[src/rtl/psc_trigger_frame_tx_if.sv]
// Byte-stream and frame-ROM signals between the trigger frame transmitter,
// its frame data ROM and the downstream link encoder.
interface psc_trigger_frame_tx_if;
    logic [7:0] tx_data;
    logic       tx_k;
    logic       tx_valid;
    logic       tx_ready;
    logic [3:0] rom_address;
    logic       rom_is_trigger;
    logic [7:0] rom_data;

    modport master (
        output tx_data, tx_k, tx_valid, rom_address, rom_is_trigger,
        input  tx_ready, rom_data
    );

    modport slave (
        input  tx_data, tx_k, tx_valid, rom_address, rom_is_trigger,
        output tx_ready, rom_data
    );
endinterface

[src/rtl/psc_trigger_frame_tx.sv]
// Sends 11-byte trigger or heartbeat frames read from an external ROM as a
// registered K/data byte stream, with idle characters between frames.
module psc_trigger_frame_tx #(
    parameter int unsigned HB_PERIOD = 1000,
    parameter int unsigned MIN_GAP   = 2,
    parameter logic [7:0]  IDLE_CHAR = 8'hBC
) (
    input  logic                      clk,
    input  logic                      reset_n,
    input  logic                      trigger_in,
    psc_trigger_frame_tx_if.master    link,
    output logic                      busy,
    output logic [15:0]               trig_frame_count,
    output logic [7:0]                drop_count
);

    localparam logic [3:0] LAST_ADDR = 4'd10;

    typedef enum logic [1:0] {IDLE, SEND, GAP} state_t;

    state_t      state, state_next;
    logic [3:0]  byte_idx, byte_idx_next;
    logic [3:0]  gap_cnt, gap_cnt_next;
    logic        frame_trig, frame_trig_next;
    logic        trig_pending, hb_pending;
    logic [15:0] hb_cnt;
    logic        hb_tc;
    logic        load_en;
    logic        start_trig, start_hb, eop_accept;
    logic [7:0]  tx_data_next;
    logic        tx_k_next;

    assign hb_tc   = (hb_cnt == 16'(HB_PERIOD - 1));
    assign load_en = !link.tx_valid || link.tx_ready;
    assign busy    = (state == SEND);

    // In IDLE the ROM is pre-addressed with the type of the frame that would
    // start next, so the SOP byte is loaded on the very edge that enters SEND.
    always_comb begin
        link.rom_address    = 4'd0;
        link.rom_is_trigger = trig_pending;
        if (state == SEND) begin
            link.rom_address    = (byte_idx == LAST_ADDR) ? LAST_ADDR : byte_idx + 4'd1;
            link.rom_is_trigger = frame_trig;
        end else if (state == GAP) begin
            link.rom_is_trigger = frame_trig;
        end
    end

    always_comb begin
        state_next      = state;
        byte_idx_next   = byte_idx;
        gap_cnt_next    = gap_cnt;
        frame_trig_next = frame_trig;
        tx_data_next    = IDLE_CHAR;
        tx_k_next       = 1'b1;
        start_trig      = 1'b0;
        start_hb        = 1'b0;
        eop_accept      = 1'b0;
        unique case (state)
            IDLE: begin
                if (load_en && (trig_pending || hb_pending)) begin
                    state_next      = SEND;
                    frame_trig_next = trig_pending;
                    start_trig      = trig_pending;
                    start_hb        = !trig_pending;
                    byte_idx_next   = 4'd0;
                    tx_data_next    = link.rom_data;
                end
            end
            SEND: begin
                if (load_en) begin
                    if (byte_idx == LAST_ADDR) begin
                        state_next    = GAP;
                        eop_accept    = 1'b1;
                        byte_idx_next = 4'd0;
                        gap_cnt_next  = 4'd0;
                    end else begin
                        byte_idx_next = byte_idx + 4'd1;
                        tx_data_next  = link.rom_data;
                        tx_k_next     = (byte_idx == 4'd8) || (byte_idx == 4'd9);
                    end
                end
            end
            GAP: begin
                if (load_en) begin
                    gap_cnt_next = gap_cnt + 4'd1;
                    if (gap_cnt_next == 4'(MIN_GAP)) begin
                        state_next   = IDLE;
                        gap_cnt_next = 4'd0;
                    end
                end
            end
            default: state_next = IDLE;
        endcase
    end

    always_ff @(posedge clk or negedge reset_n) begin
        if (!reset_n) begin
            state      <= IDLE;
            byte_idx   <= 4'd0;
            gap_cnt    <= 4'd0;
            frame_trig <= 1'b0;
        end else begin
            state      <= state_next;
            byte_idx   <= byte_idx_next;
            gap_cnt    <= gap_cnt_next;
            frame_trig <= frame_trig_next;
        end
    end

    // A trigger on the consume cycle re-arms the flag instead of being dropped.
    always_ff @(posedge clk or negedge reset_n) begin
        if (!reset_n) begin
            link.tx_valid    <= 1'b0;
            link.tx_data     <= 8'h00;
            link.tx_k        <= 1'b0;
            trig_pending     <= 1'b0;
            hb_pending       <= 1'b0;
            hb_cnt           <= 16'd0;
            trig_frame_count <= 16'd0;
            drop_count       <= 8'd0;
        end else begin
            link.tx_valid <= 1'b1;
            if (load_en) begin
                link.tx_data <= tx_data_next;
                link.tx_k    <= tx_k_next;
            end
            trig_pending <= trigger_in || (trig_pending && !start_trig);
            hb_pending   <= hb_tc || (hb_pending && !start_hb);
            hb_cnt       <= hb_tc ? 16'd0 : hb_cnt + 16'd1;
            if (trigger_in && trig_pending && !start_trig && drop_count != 8'hFF) begin
                drop_count <= drop_count + 8'd1;
            end
            if (eop_accept && frame_trig) begin
                trig_frame_count <= trig_frame_count + 16'd1;
            end
        end
    end

endmodule

[src/flat_wrapper.sv]
// flat-port wrapper written by rule: the top's interface ports become plain ports
module psc_trigger_frame_tx_flat 
#(
    parameter int unsigned HB_PERIOD = 1000,
    parameter int unsigned MIN_GAP   = 2,
    parameter logic [7:0]  IDLE_CHAR = 8'hBC
)
  (clk, reset_n, trigger_in, busy, trig_frame_count, drop_count, link_tx_data, link_tx_k, link_tx_valid, link_rom_address, link_rom_is_trigger, link_tx_ready, link_rom_data);
  psc_trigger_frame_tx_if link_i ();
  input  logic clk;
  input  logic reset_n;
  input  logic trigger_in;
  output logic busy;
  output logic [15:0] trig_frame_count;
  output logic [7:0] drop_count;
  output wire logic [$bits(link_i.tx_data)-1:0] link_tx_data;
  output wire logic [$bits(link_i.tx_k)-1:0] link_tx_k;
  output wire logic [$bits(link_i.tx_valid)-1:0] link_tx_valid;
  output wire logic [$bits(link_i.rom_address)-1:0] link_rom_address;
  output wire logic [$bits(link_i.rom_is_trigger)-1:0] link_rom_is_trigger;
  input wire logic [$bits(link_i.tx_ready)-1:0] link_tx_ready;
  input wire logic [$bits(link_i.rom_data)-1:0] link_rom_data;
  assign link_tx_data = link_i.tx_data;
  assign link_tx_k = link_i.tx_k;
  assign link_tx_valid = link_i.tx_valid;
  assign link_rom_address = link_i.rom_address;
  assign link_rom_is_trigger = link_i.rom_is_trigger;
  assign link_i.tx_ready = link_tx_ready;
  assign link_i.rom_data = link_rom_data;
  psc_trigger_frame_tx #(.HB_PERIOD(HB_PERIOD), .MIN_GAP(MIN_GAP), .IDLE_CHAR(IDLE_CHAR)) u_core (.clk(clk), .reset_n(reset_n), .trigger_in(trigger_in), .link(link_i), .busy(busy), .trig_frame_count(trig_frame_count), .drop_count(drop_count));
endmodule
[config.mk]
export PLATFORM = sky130hd
export DESIGN_NAME = psc_trigger_frame_tx_flat
export DESIGN_NICKNAME = d
export VERILOG_FILES = /design/src/rtl/psc_trigger_frame_tx_if.sv /design/src/rtl/psc_trigger_frame_tx.sv /design/src/flat_wrapper.sv
export SDC_FILE = /design/constraint.sdc
export NUM_CORES = 1
export LEC_CHECK = 0
export CORE_MARGIN = 4
export CORE_UTILIZATION = 57
export DETAILED_ROUTE_END_ITERATION = 7
export PLACE_DENSITY = 0.85
export SETUP_SLACK_MARGIN = 0.4
export SLEW_MARGIN = 30
export SYNTH_ARGS = -nofsm -noshare
export SYNTH_HDL_FRONTEND = slang
export SYNTH_SLANG_ARGS = --single-unit
[constraint.sdc]
create_clock -name clk -period 4.4 [get_ports clk]
set_clock_uncertainty 0.2 [all_clocks]
set_input_delay 1.1 -clock clk [delete_from_list [all_inputs] [get_ports clk]]
set_output_delay 1.1 -clock clk [all_outputs]
set_load 0.005 [all_outputs]
## After elaboration in Yosys (flattened, before gate mapping)

Index checks and enable logic that the tools add are counted.

- Register bits after elaboration: 63
- Input port bits: 12
- Output and inout bits: 40
- Logic and storage cells: 85

- Add/sub/neg operators: 5
- Equality and inequality tests: 13
- Multiplexer cells: 32
- Reductions and logical operators: 23

Operator list:

| cell | count |
|---|---|
| 4-bit two-way mux | 9 |
| 16-bit by 1-bit adder with 16-bit output (second input constant) | 2 |
| 16-bit by 10-bit equality test with 1-bit output (second input constant) | 1 |
| 16-bit two-way mux | 1 |
| 8-bit two-way mux | 2 |
| 4-bit one-hot mux with 2 select lines | 2 |
| 8-bit one-hot mux with 2 select lines | 1 |
| 4-bit equality test (second input constant) | 3 |
| 1-bit two-way mux | 11 |
| 2-bit two-way mux | 5 |
| 4-bit by 1-bit adder with 4-bit output (second input constant) | 2 |
| 8-bit by 1-bit adder with 8-bit output (second input constant) | 1 |
| 2-bit by 1-bit inequality test with 1-bit output (second input constant) | 4 |
| 8-bit inequality test (second input constant) | 1 |
| 1-bit logical AND | 7 |
| 2-bit one-hot mux with 3 select lines | 1 |
| 1-bit logical OR | 5 |
| 5-bit AND reduction | 1 |
| 4-bit by 2-bit equality test with 1-bit output (second input constant) | 1 |
| 1-bit zero test | 4 |
| 4-bit AND reduction | 1 |
| 2-bit nonzero test | 2 |
| 3-bit AND reduction | 1 |
| 2-bit by 1-bit equality test with 1-bit output (second input constant) | 1 |
| other kinds (4) | 4 |

## Longest topological paths before layout

- Depth after elaboration: 8
- Mapped depth: 7
- Gate-level depth less buffers: 6

## Worst setup path after synthesis

OpenSTA, ideal clock, no wires.

- Path type: register to output
- Start: register u_core.state[1]
- End: output port link_rom_address[0]
- Data arrival time: 1.176 ns
- Data required time: 3.100 ns
- Setup slack: 1.924 ns
- Cell stages (with the launch flop): 5
- Cells stage by stage: dfrtp_1 -> nand2b_1 -> buf_6 -> a211oi_1 -> buf_4

- Cells in the longest elaborated chain, start to end: 2

Ends and longest elaborated chain:

| item | RTL line | text |
|---|---|---|
| from (decl) | psc_trigger_frame_tx.sv:21 | `state_t state, state_next;` |
| from (signal assigned) | psc_trigger_frame_tx.sv:105 | `state <= state_next;` |
| 2-bit by 1-bit equality test with 1-bit output | psc_trigger_frame_tx.sv:42 | `if (state == SEND) begin` |
| 4-bit two-way mux | psc_trigger_frame_tx.sv:42 |  |
| to (decl) | flat_wrapper.sv:19 | `output wire logic [$bits(link_i.rom_address)-1:0] link_rom_address;` |

Every way passes these cells.

## Final worst setup path

Ends and elaborated chain as after synthesis.

==> Implementation_results.wiki <==
{| class="wikitable"
! Metric !! Value
|-
| Run status || finished, final reports clean
|-
| Dominant cell type by area after synthesis || sky130_fd_sc_hd__dfrtp_1
|-
| Slew headroom || 0.531
|-
| Final global-route overflow total || 0
|-
| Count of filler cells inserted in the layout || 391
|-
| Final Hold Vio Count || 0
|-
| Predominant post-synthesis flop cell || sky130_fd_sc_hd__dfrtp_1
|-
| Switching part of the total || 0.310
|-
| # diodes || 0
|-
| Sequential-to-total area share from yosys stat || 0.520
|-
| Time the worst path needs with I/O delays and setup || 3.42 ns
|-
| End-of-flow core utilization || 0.732
|-
| Share of total power in combinational logic || 0.301
|-
| Number of top-level pins || 52
|-
| Power spent charging and discharging nets || 0.576 mW
|-
| Remaining antenna violation count || 0
|-
| Post-route met1 wirelength || 2680 µm
|-
| Cell variety after synth || 45
|-
| Fraction of layout cells with a size suffix above 1 || 0.0944
|-
| HPWL reported at the end of detailed placement || 4440 µm
|-
| Top cell types by occurrence after synthesis || 63 x sky130_fd_sc_hd__dfrtp_1, 31 x sky130_fd_sc_hd__xnor2_1, 28 x sky130_fd_sc_hd__nor2_1
|-
| Maximum buffer depth of the clock tree || 2
|-
| Mean cell area of the mapped netlist || 10.8 µm²
|-
| Worst Path Max Fanout || 8
|-
| DR iter-0 viols || 106
|-
| Static Leakage || 1.65 nW
|-
| Final RePlAce weighted congestion || 0.849
|-
| Max layer used || met4
|-
| Number of violations of the max-capacitance limit || 0
|-
| Post-route clock period utilization || 0.777
|-
| RSZ-0062 raised after global routing || false
|-
| Number of placement rows || 26
|-
| Met2 wire length || 3090 µm
|-
| Final Slew Violations || 0
|-
| Post-synthesis net count || 297
|-
| Number of nets in the final layout || 351
|-
| Worst min-delay path category || reg2reg
|-
| Most numerous cell in the Yosys netlist || sky130_fd_sc_hd__dfrtp_1
|-
| Worst VDD drop || 0.390 mV
|-
| X dimension of the die || 81.0 µm
|-
| Critical path start-end classification || reg2out
|-
| Effective utilization at floorplan || 0.590
|-
| Gr usage total || 0.216
|-
| Area fraction of the dominant cell type after synthesis || 0.520
|-
| Number of DRC violations after detailed routing || 0
|-
| Synthesized cell area || 3030 µm²
|-
| Via total after detailed routing || 2,271
|-
| Level count of the clock H-tree || 3
|-
| Data arrival at the endpoint of the critical path || 2.12 ns
|-
| Maximum number of pins on one net before global-route repair || 47
|-
| Count of placed standard cells including taps || roughly 390
|-
| Number of antenna violations at the first check in global routing || 0
|-
| Clock latency on the worst-skew pair || 0.34 ns
|-
| Routed length per instance || about 15 µm
|-
| Final setup slack of the worst path || approximately 0.98 ns
|-
| Setup WS pre-CTS || between 1 and 1.5 ns
|-
| Worst Setup End Kind || output pin
|-
| Highest attainable clock frequency || 293 MHz
|-
| Setup repair bufs after CTS || 0
|-
| Share of async-settable or async-resettable flops after synthesis || 1.00
|-
| Cells taking the most area after synthesis || sky130_fd_sc_hd__dfrtp_1 52%, sky130_fd_sc_hd__xnor2_1 8.9%, sky130_fd_sc_hd__nor2_1 3.5%
|-
| Area growth from synthesis to layout || 24.1%
|-
| Routed wire length || 6190 µm
|-
| Number of cells upsized or downsized after cts || 0
|-
| Wire length of the first global-routing pass || 10,800 µm
|-
| Vias in the first global route || between 2,000 and 2,500
|-
| Clock tree from TritonCTS || yes
|-
| Setup tns final || 0 ns
|-
| Avg Vias per Cell || 5.55
|-
| Sink Count || between 60 and 70
|-
| Number of cells in the finished layout apart from fillers || 409
|-
| Mapped Cells || 280
|-
| Clock tree root driver cell || sky130_fd_sc_hd__clkbuf_8
|-
| Number of synthesized flops with an enable pin || 0
|-
| Inserted Clock Buffers || 9
|-
| Post-Layout Inst Area || 3760 µm²
|-
| Power Density || 494 nW/µm²
|-
| Area after DPL || 3570 µm²
|-
| Placeable core region || a little over 5000 µm²
|-
| Finish-stage setup viols || 0
|-
| Clock-pin transition on the worst setup and hold timing paths || 0.06 ns
|-
| Met3 Routed Length || ~320 µm
|-
| Number of detailed-routing iterations run before antenna repair || 4
|-
| Die ar. || about 6600 µm²
|-
| Synthesis Warnings || 0
|-
| Sequential cell fraction of total power || 0.442
|-
| Data required, critical path || about 3.1 ns
|-
| Chip height || 81.0 µm
|-
| Port Buffers || 51
|-
| Total of hold buffers inserted after clock tree synthesis || 0
|-
| Startpoint kind of the worst setup timing path || register
|-
| Number of flip-flops and latches in the synthesized netlist || 63
|-
| Cell-internal power || 1.28 mW
|-
| Transition time at the pin with the least slew margin || 0.702 ns
|-
| Clock network fraction of design power || 0.257
|}
## metrics by stage
stage | total power [mW] | hold slack, ns
after floorplan | 1.15 | 0.233
after detailed placement | 1.40 | 0.254
final | 1.86 | 0.258
after global routing | 1.97 | 0.303
after global placement | 1.37 | 0.255
after CTS | 1.88 | 0.262
## kinds of logic (layout without fill, tap and decap cells)
| family | after synthesis | after routing | synth area share |
|---|---|---|---|
| adders and majority gates | 5 | 5 | 0.0206 |
| AOI/OAI and AO/OA | 30 | 30 | 0.0709 |
| xor gates and xnor gates | 40 | 40 | 0.115 |
| buffers and inverters | 16 | 75 | 0.0313 |
| DFF | 63 | 63 | 0.520 |
| other | 1 | 1 | 0.00124 |
| and+or+nand+nor | 121 | 121 | 0.226 |
| muxes | 4 | 4 | 0.0148 |
## layout by cell type (no fill, tap or decap), drive strengths merged, types with 5 or more instances in the layout
| cell | count |
|---|---|
| xnor2 | 31 |
| inv | 7 |
| clkdlybuf4s50 | 50 |
| a22o | 5 |
| xor2 | 9 |
| dfrtp | 63 |
| nor3 | 11 |
| nand2b | 5 |
| nor2 | 28 |
| nand4 | 15 |
| nand3 | 20 |
| clkbuf | 13 |
| ha | 5 |
| o22a | 5 |
| nand2 | 21 |
| a21oi | 6 |
## path summary, 6_finish.rpt
kind / start / to / slack [ns] / depth (start not counted)
max in group asynchronous: reset_n / u_core.trig_pending / 2.79 / 2
min: u_core.hb_cnt[0] / u_core.hb_cnt[0] / 0.26 / 1
min in group asynchronous: reset_n / u_core.gap_cnt[1] / 0.55 / 1
max reg2reg: u_core.gap_cnt[0] / u_core.gap_cnt[0] / 2.29 / 5
max: u_core.state[1] / link_rom_address[0] / 0.98 / 3
min reg2reg: u_core.hb_cnt[0] / u_core.hb_cnt[0] / 0.26 / 1
## worst max-delay path, cell delays in order (launching register included)
cell and delay [ns]:
sky130_fd_sc_hd__dfrtp_1 0.46, sky130_fd_sc_hd__nand2b_1 0.34, sky130_fd_sc_hd__a211oi_1 0.41, sky130_fd_sc_hd__clkdlybuf4s50_1 0.57
## state kept, by name, indices dropped and copies added, names as in the netlist, 2 cells and up
name                     count
u_core.link.tx_data          8
u_core.gap_cnt               4
u_core.trig_frame_count     16
u_core.drop_count            8
u_core.hb_cnt               16
u_core.state                 2
u_core.byte_idx              4
## layout make-up
type	instances	area, µm²	area share
sequential	63	1580	0.419
multi-input combinational	201	1360	0.362
timing repair buffer	52	515	0.137
clock buffer	13	179	0.0475
tap	70	87.6	0.0233
inverter	7	28.8	0.00764
clock inverter	3	15.0	0.00399
## power groups by stage
stage	Clock, mW	Combinational (mW)	Sequential, mW
floorplan	0	0.358	0.789
global placement	0	0.546	0.825
global route	0.510	0.618	0.844
CTS	0.487	0.570	0.821
finish	0.478	0.559	0.822
detailed placement	0	0.567	0.831
## routing by layer
metal | up-vias | GRT usage
li1 | 1092 | -
met1 | 1104 | 0.265
met2 | 66 | 0.361
met3 | 9 | 0.0576
met4 | 0 | 0.0895
met5 | - | 0
Power figures use the tool's default switching activity.
